`config.mk`:
```
export PLATFORM = sky130hd
export DESIGN_NAME = branch_predictor_flat
export DESIGN_NICKNAME = d
export VERILOG_FILES = /design/src/rtl/branch_predictor_pkg.sv /design/src/rtl/branch_predictor_if.sv /design/src/rtl/bp_btb.sv /design/src/rtl/branch_predictor.sv /design/src/flat_wrapper.sv
export SDC_FILE = /design/constraint.sdc
export NUM_CORES = 2
export LEC_CHECK = 0
export ABC_AREA = 1
export CORE_ASPECT_RATIO = 1.5
export CORE_MARGIN = 2
export CORE_UTILIZATION = 50
export DETAILED_ROUTE_END_ITERATION = 12
export GPL_TIMING_DRIVEN = 1
export MAX_ROUTING_LAYER = met4
export PLACE_DENSITY_LB_ADDON = 0.25
export SLEW_MARGIN = 25
export SYNTH_ARGS = -nofsm -noshare
export SYNTH_HDL_FRONTEND = slang
export SYNTH_HIERARCHICAL = 1
export SYNTH_SLANG_ARGS = --single-unit
```
`constraint.sdc`:
```
create_clock -name clk -period 9.09 [get_ports clk]
set_clock_uncertainty 0.15 [all_clocks]
set_input_delay 1.818 -clock clk [delete_from_list [all_inputs] [get_ports clk]]
set_output_delay 1.818 -clock clk [all_outputs]
set_load 0.02 [all_outputs]
```
`src/rtl/branch_predictor_pkg.sv`:
```
// rtl/branch_predictor_pkg.sv - shared encodings, sizes and counter helper for the branch predictor
package branch_predictor_pkg;

    typedef enum logic [1:0] {
        CNT_SNT = 2'b00,
        CNT_WNT = 2'b01,
        CNT_WT  = 2'b10,
        CNT_ST  = 2'b11
    } cnt_e;

    // Branch type codes shared with the EX compare unit; 3'b000/3'b001 are non-conditional.
    localparam logic [2:0] BR_BEQ  = 3'b010;
    localparam logic [2:0] BR_BNE  = 3'b011;
    localparam logic [2:0] BR_BLT  = 3'b100;
    localparam logic [2:0] BR_BGE  = 3'b101;
    localparam logic [2:0] BR_BLTU = 3'b110;
    localparam logic [2:0] BR_BGEU = 3'b111;

    localparam int DEF_BHT_ENTRIES = 64;
    localparam int DEF_BTB_ENTRIES = 16;

    function automatic logic is_cond_branch(input logic [2:0] br_type);
        return br_type >= BR_BEQ;
    endfunction

    function automatic logic [1:0] cnt_next(input logic [1:0] cnt, input logic taken);
        logic [1:0] nxt;
        if (taken) nxt = (cnt == CNT_ST)  ? CNT_ST  : cnt + 2'd1;
        else       nxt = (cnt == CNT_SNT) ? CNT_SNT : cnt - 2'd1;
        return nxt;
    endfunction

endpackage

```
`src/rtl/branch_predictor_if.sv`:
```
// rtl/branch_predictor_if.sv - fetch lookup, EX resolve and redirect signals of the branch predictor
interface branch_predictor_if;
    logic [63:0] if_pc;
    logic        pred_taken;
    logic [63:0] pred_target;
    logic        ex_valid;
    logic [63:0] ex_pc;
    logic [2:0]  ex_type;
    logic        ex_bre;
    logic [63:0] ex_target;
    logic        ex_pred_taken;
    logic [63:0] ex_pred_target;
    logic        redirect;
    logic [63:0] redirect_pc;

    modport master (
        output if_pc, ex_valid, ex_pc, ex_type, ex_bre, ex_target, ex_pred_taken, ex_pred_target,
        input  pred_taken, pred_target, redirect, redirect_pc
    );

    modport slave (
        input  if_pc, ex_valid, ex_pc, ex_type, ex_bre, ex_target, ex_pred_taken, ex_pred_target,
        output pred_taken, pred_target, redirect, redirect_pc
    );
endinterface

```
`src/rtl/bp_btb.sv`:
```
// rtl/bp_btb.sv - direct-mapped branch target buffer with one combinational read and one write port
module bp_btb
    import branch_predictor_pkg::*;
#(
    parameter int ENTRIES = DEF_BTB_ENTRIES
) (
    input  logic        clk,
    input  logic        rst_n,
    input  logic [63:2] rd_pc,
    output logic        rd_hit,
    output logic [63:0] rd_target,
    input  logic        wr_en,
    input  logic [63:2] wr_pc,
    input  logic [63:0] wr_target
);
    localparam int IDX_W = $clog2(ENTRIES);
    localparam int TAG_W = 62 - IDX_W;

    logic [ENTRIES-1:0] valid;
    logic [TAG_W-1:0]   tag_mem    [ENTRIES];
    logic [63:0]        target_mem [ENTRIES];

    logic [IDX_W-1:0] rd_idx;
    logic [IDX_W-1:0] wr_idx;

    assign rd_idx    = rd_pc[IDX_W+1:2];
    assign wr_idx    = wr_pc[IDX_W+1:2];
    assign rd_hit    = valid[rd_idx] && (tag_mem[rd_idx] == rd_pc[63:IDX_W+2]);
    assign rd_target = target_mem[rd_idx];

    always_ff @(posedge clk or negedge rst_n) begin
        if (!rst_n) begin
            valid <= '0;
        end else if (wr_en) begin
            valid[wr_idx] <= 1'b1;
        end
    end

    // Tag and target need no reset: they are only observed through a set valid bit.
    always_ff @(posedge clk) begin
        if (wr_en) begin
            tag_mem[wr_idx]    <= wr_pc[63:IDX_W+2];
            target_mem[wr_idx] <= wr_target;
        end
    end

endmodule

```
`src/rtl/branch_predictor.sv`:
```
// rtl/branch_predictor.sv - bimodal direction predictor with BTB and registered mispredict redirect
module branch_predictor
    import branch_predictor_pkg::*;
#(
    parameter int BHT_ENTRIES = DEF_BHT_ENTRIES,
    parameter int BTB_ENTRIES = DEF_BTB_ENTRIES
) (
    input logic              clk,
    input logic              rst_n,
    branch_predictor_if.slave bp
);
    localparam int BHT_W = $clog2(BHT_ENTRIES);

    logic [1:0]       bht [BHT_ENTRIES];
    logic [BHT_W-1:0] rd_idx;
    logic [BHT_W-1:0] wr_idx;
    logic             btb_hit;
    logic [63:0]      btb_target;
    logic             update;
    logic             mispredict;
    logic [63:0]      fix_pc;

    assign rd_idx = bp.if_pc[BHT_W+1:2];
    assign wr_idx = bp.ex_pc[BHT_W+1:2];
    assign update = bp.ex_valid && is_cond_branch(bp.ex_type);

    assign mispredict = (bp.ex_bre != bp.ex_pred_taken) ||
                        (bp.ex_bre && bp.ex_pred_taken && (bp.ex_pred_target != bp.ex_target));
    assign fix_pc     = bp.ex_bre ? bp.ex_target : bp.ex_pc + 64'd4;

    bp_btb #(
        .ENTRIES (BTB_ENTRIES)
    ) u_btb (
        .clk       (clk),
        .rst_n     (rst_n),
        .rd_pc     (bp.if_pc[63:2]),
        .rd_hit    (btb_hit),
        .rd_target (btb_target),
        .wr_en     (update && bp.ex_bre),
        .wr_pc     (bp.ex_pc[63:2]),
        .wr_target (bp.ex_target)
    );

    // Reads come straight from the arrays, so a same-cycle update is not visible until the next cycle.
    assign bp.pred_taken  = btb_hit && bht[rd_idx][1];
    assign bp.pred_target = bp.pred_taken ? btb_target : bp.if_pc + 64'd4;

    always_ff @(posedge clk or negedge rst_n) begin
        if (!rst_n) begin
            for (int i = 0; i < BHT_ENTRIES; i++) begin
                bht[i] <= CNT_WNT;
            end
        end else if (update) begin
            bht[wr_idx] <= cnt_next(bht[wr_idx], bp.ex_bre);
        end
    end

    always_ff @(posedge clk or negedge rst_n) begin
        if (!rst_n) begin
            bp.redirect    <= 1'b0;
            bp.redirect_pc <= '0;
        end else begin
            bp.redirect <= update && mispredict;
            if (update && mispredict) begin
                bp.redirect_pc <= fix_pc;
            end
        end
    end

endmodule
```
`src/flat_wrapper.sv`:
```
// flat-port wrapper written by rule: the top's interface ports become plain ports
module branch_predictor_flat import branch_predictor_pkg::*;
#(
    parameter int BHT_ENTRIES = DEF_BHT_ENTRIES,
    parameter int BTB_ENTRIES = DEF_BTB_ENTRIES
)
  (clk, rst_n, bp_if_pc, bp_ex_valid, bp_ex_pc, bp_ex_type, bp_ex_bre, bp_ex_target, bp_ex_pred_taken, bp_ex_pred_target, bp_pred_taken, bp_pred_target, bp_redirect, bp_redirect_pc);
  branch_predictor_if bp_i ();
  input logic clk;
  input logic rst_n;
  input wire logic [$bits(bp_i.if_pc)-1:0] bp_if_pc;
  input wire logic [$bits(bp_i.ex_valid)-1:0] bp_ex_valid;
  input wire logic [$bits(bp_i.ex_pc)-1:0] bp_ex_pc;
  input wire logic [$bits(bp_i.ex_type)-1:0] bp_ex_type;
  input wire logic [$bits(bp_i.ex_bre)-1:0] bp_ex_bre;
  input wire logic [$bits(bp_i.ex_target)-1:0] bp_ex_target;
  input wire logic [$bits(bp_i.ex_pred_taken)-1:0] bp_ex_pred_taken;
  input wire logic [$bits(bp_i.ex_pred_target)-1:0] bp_ex_pred_target;
  output wire logic [$bits(bp_i.pred_taken)-1:0] bp_pred_taken;
  output wire logic [$bits(bp_i.pred_target)-1:0] bp_pred_target;
  output wire logic [$bits(bp_i.redirect)-1:0] bp_redirect;
  output wire logic [$bits(bp_i.redirect_pc)-1:0] bp_redirect_pc;
  assign bp_i.if_pc = bp_if_pc;
  assign bp_i.ex_valid = bp_ex_valid;
  assign bp_i.ex_pc = bp_ex_pc;
  assign bp_i.ex_type = bp_ex_type;
  assign bp_i.ex_bre = bp_ex_bre;
  assign bp_i.ex_target = bp_ex_target;
  assign bp_i.ex_pred_taken = bp_ex_pred_taken;
  assign bp_i.ex_pred_target = bp_ex_pred_target;
  assign bp_pred_taken = bp_i.pred_taken;
  assign bp_pred_target = bp_i.pred_target;
  assign bp_redirect = bp_i.redirect;
  assign bp_redirect_pc = bp_i.redirect_pc;
  branch_predictor #(.BHT_ENTRIES(BHT_ENTRIES), .BTB_ENTRIES(BTB_ENTRIES)) u_core (.clk(clk), .rst_n(rst_n), .bp(bp_i));
endmodule
```
# After elaboration in Yosys (flattened, before gate mapping)
# Memories as Yosys holds them, arrays and structs flattened.
# Cells that the tools add are included.
# word_totals
word_cells	119
out_inout_bits	130
romBits	0
reg_bits	209
memories	2
mem_bits_rw	1952
latchBits	0
in_bits	264
# classes
n_eq_ne	4
reduce_logical	11
n_shift	0
n_addsub	4
n_mux	21
n_lt_le_gt_ge	7
bitwise_logic	3
n_mul	0
n_div	0
# mem_list
name	depth	word_bits	read_ports	rd_ports_with_merged_regs	write_ports	line	rtl
u_core.u_btb.target_mem	16	64	1	0	1	bp_btb.sv:21	logic [63:0] target_mem [ENTRIES];
u_core.u_btb.tag_mem	16	58	1	0	1	bp_btb.sv:20	logic [TAG_W-1:0] tag_mem [ENTRIES];
# ops
cell	n
64-bit by 3-bit adder with 64-bit output (second input constant)	2
128-bit bitwise mux	1
64-bit 2-to-1 mux	2
64-bit inequality test	1
58-bit equality test	1
2-bit binary-select mux with 6-bit select	2
2-bit 2-to-1 mux	9
16-bit bitwise OR	1
7-bit >= comparator (second input constant)	2
6-bit NOT with 7-bit output	2
2-bit demux with 6-bit select	1
4-bit by 5-bit < comparator with 1-bit output (second input constant)	2
1-bit logical AND	9
7-bit by 1-bit < comparator with 1-bit output (second input constant)	1
1-bit binary-select mux with 4-bit select	1
1-bit demux with 4-bit select	1
4-bit by 1-bit >= comparator with 1-bit output (second input constant)	1
1-bit 2-to-1 mux	4
3-bit by 2-bit >= comparator with 1-bit output (second input constant)	1
2-bit by 1-bit adder with 2-bit output (second input constant)	1
2-bit equality test (second input constant)	1
2-bit logical NOT	1
2-bit by 1-bit subtractor with 2-bit output (second input constant)	1
1-bit logical OR	1
1-bit inequality test	1

# Depth between registers and ports, before layout
# depth
word_depth	9
ltp_mapped	25
mapped_depth_nobuf	19

# Modules after synthesis
# Netlist, hierarchy kept.
# modules_own_cells
mod	seq_area_each_um2	cells_each	area_each_um2	n_inst
bp_btb	59016.6	6404	79209.7	1
branch_predictor	4909.7	2781	16338.2	1

# Worst setup path after synthesis
# No wires, ideal clock.
# synth_path
path_type	input -> register
from	input bp_ex_bre
to	register u_core.u_btb.valid[14]
setup_time_ns	0.097
required_time_ns	8.843
stages	7
n_path_buf	2
arrival_time_ns	8.476
path_slack_ns	0.366
path_cell_list	clkbuf_1 -> inv_1 -> clkbuf_1 -> nor2_1 -> nand3_1 -> nor2_1 -> or2_2
# synth_between
elab_chain_cells	1
# synth_lines
item	line	rtl
from (decl)	flat_wrapper.sv:15	input wire logic [$bits(bp_i.ex_bre)-1:0] bp_ex_bre;
1-bit logical AND	branch_predictor.sv:39	.wr_en (update && bp.ex_bre),
to (signal assigned)	bp_btb.sv:33	valid <= '0;
to (signal, indexed assignment)	bp_btb.sv:35	valid[wr_idx] <= 1'b1;
to (decl)	bp_btb.sv:19	logic [ENTRIES-1:0] valid;
# No other way between the ends.
# A chain may end at the register's enable or synchronous reset.

# Final worst setup path
# layout_path
from	input bp_if_pc[2]
to	output bp_pred_target[38]
# layout_between
word_cells_on_any_way	13
cone_classes	add/sub: 1; eq/ne: 1; mux: 6; bitwise: 1; reduce/logical: 2; memory: 2
# layout_lines
item	line	rtl
from (decl)	flat_wrapper.sv:11	input wire logic [$bits(bp_i.if_pc)-1:0] bp_if_pc;
memory 16 x 58 bit or 1-bit binary-select mux with 4-bit select (tied branches)	-	
58-bit equality test or 1-bit 2-to-1 mux (tied branches)	bp_btb.sv:28	assign rd_hit = valid[rd_idx] && (tag_mem[rd_idx] == rd_pc[63:IDX_W+2]);
1-bit logical AND (*)	bp_btb.sv:28	
net u_core.btb_hit	branch_predictor.sv:17	logic btb_hit;
1-bit logical AND (*)	branch_predictor.sv:45	assign bp.pred_taken = btb_hit && bht[rd_idx][1];
64-bit 2-to-1 mux (*)	branch_predictor.sv:46	assign bp.pred_target = bp.pred_taken ? btb_target : bp.if_pc + 64'd4;
to (decl)	flat_wrapper.sv:20	output wire logic [$bits(bp_i.pred_target)-1:0] bp_pred_target;
# Mark *: on every way through the listed nets, which the timed path passes. The rest lies on a longest branch. The select of a mux whose other input is x is not followed.

==> results by stage <==
Clock network:
- The number of setup buffers added after CTS is 0.
- The number of buffers created by CTS is 202.
- The maximum clock insertion buffer count is 4.
- The hold buffer count at cts is 0.
- The clock latency on the worst-skew pair is roughly 890 ps.
- The clock-pin slew reported for the worst setup and hold paths after clock tree synthesis is 60 ps.
- TritonCTS built the clock tree.
- The H-tree level count is 4.
- The post-cts repair resize count is 0.
- The cell sitting at the root of the clock tree is a clkbuf_16.
- Counting every sink on the clock net gives roughly 2200.

Synthesis:
- Of the synthesized area, sequential elements account for 0.669.
- The number of enable-type register cells in the synthesized netlist is a little under 2000.
- Counting every instance in the synthesized netlist gives about 9200.
- The most used flip-flop cell after synthesis is edfxtp_1.
- The top-area cell type share of the netlist area is 0.613.
- For this run, the number of Yosys warnings is 6.
- The biggest area contributor in the post-synthesis netlist is edfxtp_1.
- The mean post-synth cell area is ~10 sq um.
- Ranked by total cell area, the synthesized netlist is headed by edfxtp_1 61%, nand2_1 9.8%, nand3_1 4.4%, nor2_1 4.3%, dfrtp_1 3.8%.
- After synthesis, the share of flip-flops with an asynchronous set or reset is 0.0967.
- The number of nets handed over by synthesis was between 9000 and 10000.
- Yosys mapped the design onto 39 distinct sky130hd cell types.
- The cell area after technology mapping is approximately 96000 sq um.
- The synthesized design contains 2161 register bits.

STA:
- Setup repair after global routing left no endpoint under its margin.
- The hold violation count in the final report is 0.
- The measured slew at the worst slew-check pin is around 1100 ps.
- The worst path meets setup with 708 ps of slack.
- The final total negative setup slack is 0 ps.
- Of the available clock period, the critical path in the final layout requires 0.922.
- The relative slew slack is 0.243.
- The max-slew violation count is 0.
- For this run, the top clock speed supported by timing is roughly 120 MHz.
- The minimum clock period is 8380 ps.
- Setup violations remaining at the end of the flow were counted as 0.

Global routing:
- Entering global routing, the biggest net connects 236 pins.
- The first global-routing pass estimated 454000 um of wire.
- The all-layer global routing usage is 0.329.
- The initial antenna violation count is 25.
- The via count of the first global-routing pass is between 60000 and 70000.
- The global route total overflow is 0.

Pwr:
- The internal power summed over all cells is approximately 16 mW.
- The combinational share of power is 0.100.
- IR analysis of the VDD net gives a maximum drop of between 0.1 and 0.15 mV.
- For this design the static power due to leakage is ~41 nW.
- Of the total power, registers draw 0.516.
- Of the total power, the share spent switching nets is 0.245.
- The analysis attributes to net switching a power of approximately 5.3 mW.
- The power density normalized to cell area is around 200 nW/um^2.
- The fraction of power consumed by the clock network is 0.384.

Outcome:
- The flow ran to the end, and the final reports show no timing, DRC or antenna violations.

Placement:
- The placement-stage worst setup slack is ~900 ps.
- The final HPWL from detailed placement is approximately 190000 um.
- The routability congestion estimate from global placement is 0.969.
- The number of input and output port buffers inserted is 392.

Critical path:
- The kind of start point of the critical path is a primary input.
- The largest stage delay on the critical path is ~620 ps.
- The maximum fanout along the worst path is ~160.
- The critical path goes through buf_8 > inv_16 > buf_4 > nand2_1 > nand2_1 > nand2_1 > nand3_1 > nand3_1 > nand3_1 > nand2_1 > inv_2 > nand2_1 > nor2_1 > nand2_1 > nor2_1 > nand2_1 > nor2_4 > nand2_2 > buf_12 > nand2_1 > nand2_1 > clkdlybuf4s50_1.
- The setup path with the least slack is of type in2out.
- The arrival time of the worst setup path is around 6400 ps.
- The setup check on the worst reg-to-reg path leaves a slack of roughly 5200 ps.
- The cell that appears most often on the critical path is nand2_1.
- The critical path data required time is ~7100 ps.
- STA classifies the critical path endpoint as a primary output.
- The slowest stage of the critical path belongs to the cell clkdlybuf4s50_1.

Route:
- For this run, the detailed router's first-pass iteration total came to 9.
- The count of unresolved DRC violations after routing is 0.
- The number of nets with antenna violations after routing is 0.
- Wires add up to about 320000 um.
- Using the TritonRoute via totals, the vias-per-cell ratio works out to 6.03.
- The average wire per cell in the routed design is 26.4 um.
- The routed layout has roughly 73000 vias.
- For this block, the initial DRC count from the detailed router was about 11000.

Cells and area:
- The area growth from synthesis to layout is 13.7%.
- The leading cell type in the layout, fill and taps excluded is nand2_1.
- The fraction of layout cells with a size suffix above 1 is 0.0611.
- The final net count is about 10000.
- In the layout the commonest cells are 2479 x nand2_1, 1952 x edfxtp_1, 1068 x nor2_1.

Floorplanning:
- The core box area is between 150000 and 200000 sq um.
- The total die area is just under 200000 sq um.
- Pin placement for this block handled 394 I/O pins.
- In this run the horizontal extent of the chip is between 300 and 400 um.
- The number of rows in the core area is ~200.
- The starting density of the core is 0.503.
- The die is roughly 540 um tall.

Job:
- The number of maximum-capacitance constraint violations is 0.

Worst hold path:
- The worst hold path belongs to the class reg2reg.
per-layer routing:
layer / global-route usage / vias to the layer above / share of wire
met5: - / - / 0
met4: 0.153 / 0 / 0.052
met3: 0.0680 / 809 / 0.12
met2: 0.501 / 4720 / 0.46
met1: 0.423 / 35400 / 0.37
li1: - / 32000 / -
state kept, by name (all words and copies together) (netlist names):
signal                   count
u_core/bht                 128
u_core/bp.redirect           1
u_core/bp.redirect_pc       64
u_core/u_btb/tag_mem       928
u_core/u_btb/target_mem   1024
u_core/u_btb/valid          16
worst paths after layout:
path / cells after the start / start / end
worst min register to register: 1 / u_core/u_btb/valid[8] / u_core/u_btb/valid[8]
worst max register to register: 12 / u_core/bht[31] / u_core/bht[56]
min in group asynchronous: 1 / rst_n / u_core/bht[101]
worst max-delay path: 22 / bp_if_pc[2] / bp_pred_target[38]
worst min-delay path: 1 / u_core/u_btb/valid[8] / u_core/u_btb/valid[8]
max in group asynchronous: 2 / rst_n / u_core/bp.redirect_pc[57]
cells in the mapped netlist, types with 106 or more instances:
master and n:
nand2_1 2483, edfxtp_1 1952, nor2_1 1085, nand3_1 836
o21ai_0 694, inv_1 592, clkbuf_1 256, o221ai_1 177
buf_2 168, o211ai_1 155, dfrtp_1 145, xor2_1 106
critical path, delay by kind of cell:
kind | cells | cell delay (ps)
buf+inv | 6 | 2010
simple gates | 16 | 2350
through the flow:
stage / utilization / instances / total power, mW / cell area (sq um) / hold slack, ps
3_3_place_gp: 0.537 / 11700 / 13.5 / 102000 / 293
3_5_place_dp: 0.538 / 11700 / 13.5 / 102000 / 299
6_report: 0.571 / 12100 / 21.7 / 109000 / 313
2_1_floorplan: - / 9185 / 12.5 / 95500 / 277
4_1_cts: 0.571 / 12100 / 21.7 / 108000 / 314
5_1_grt: 0.571 / 12100 / 22.2 / 109000 / 330
kinds of logic (layout without fill, tap and decap cells):
group | after synthesis | after routing | share of synthesized area
fa+ha+maj | 3 | 3 | 0.000393
compound gates | 1191 | 1191 | 0.0746
flops | 2161 | 2161 | 0.669
xor+xnor | 154 | 154 | 0.0141
other cells | 0 | 25 | 0
simple gates | 4550 | 4550 | 0.193
buf+inv | 1126 | 1538 | 0.0488
power groups by stage:
stage               clock network (mW)  registers, mW  logic, mW
floorplan                            0           11.4       1.03
global placement                     0           11.4       2.08
detailed placement                   0           11.4       2.12
CTS                               8.36           11.2       2.13
global route                      8.72           11.2       2.32
finish                            8.31           11.2       2.17
area by class of cell:
class                   count  area (sq um)
fillers                 15600         81500
inverters                 609          2320
multi-input cells        5898         27100
repair buffers            575          5760
flip-flops and latches   2161         63900
well taps                2475          3100
clock inverters           105           992
clock buffers             249          5320
diodes                     25          62.6
Note: power is estimated with default switching activity, not from simulation.
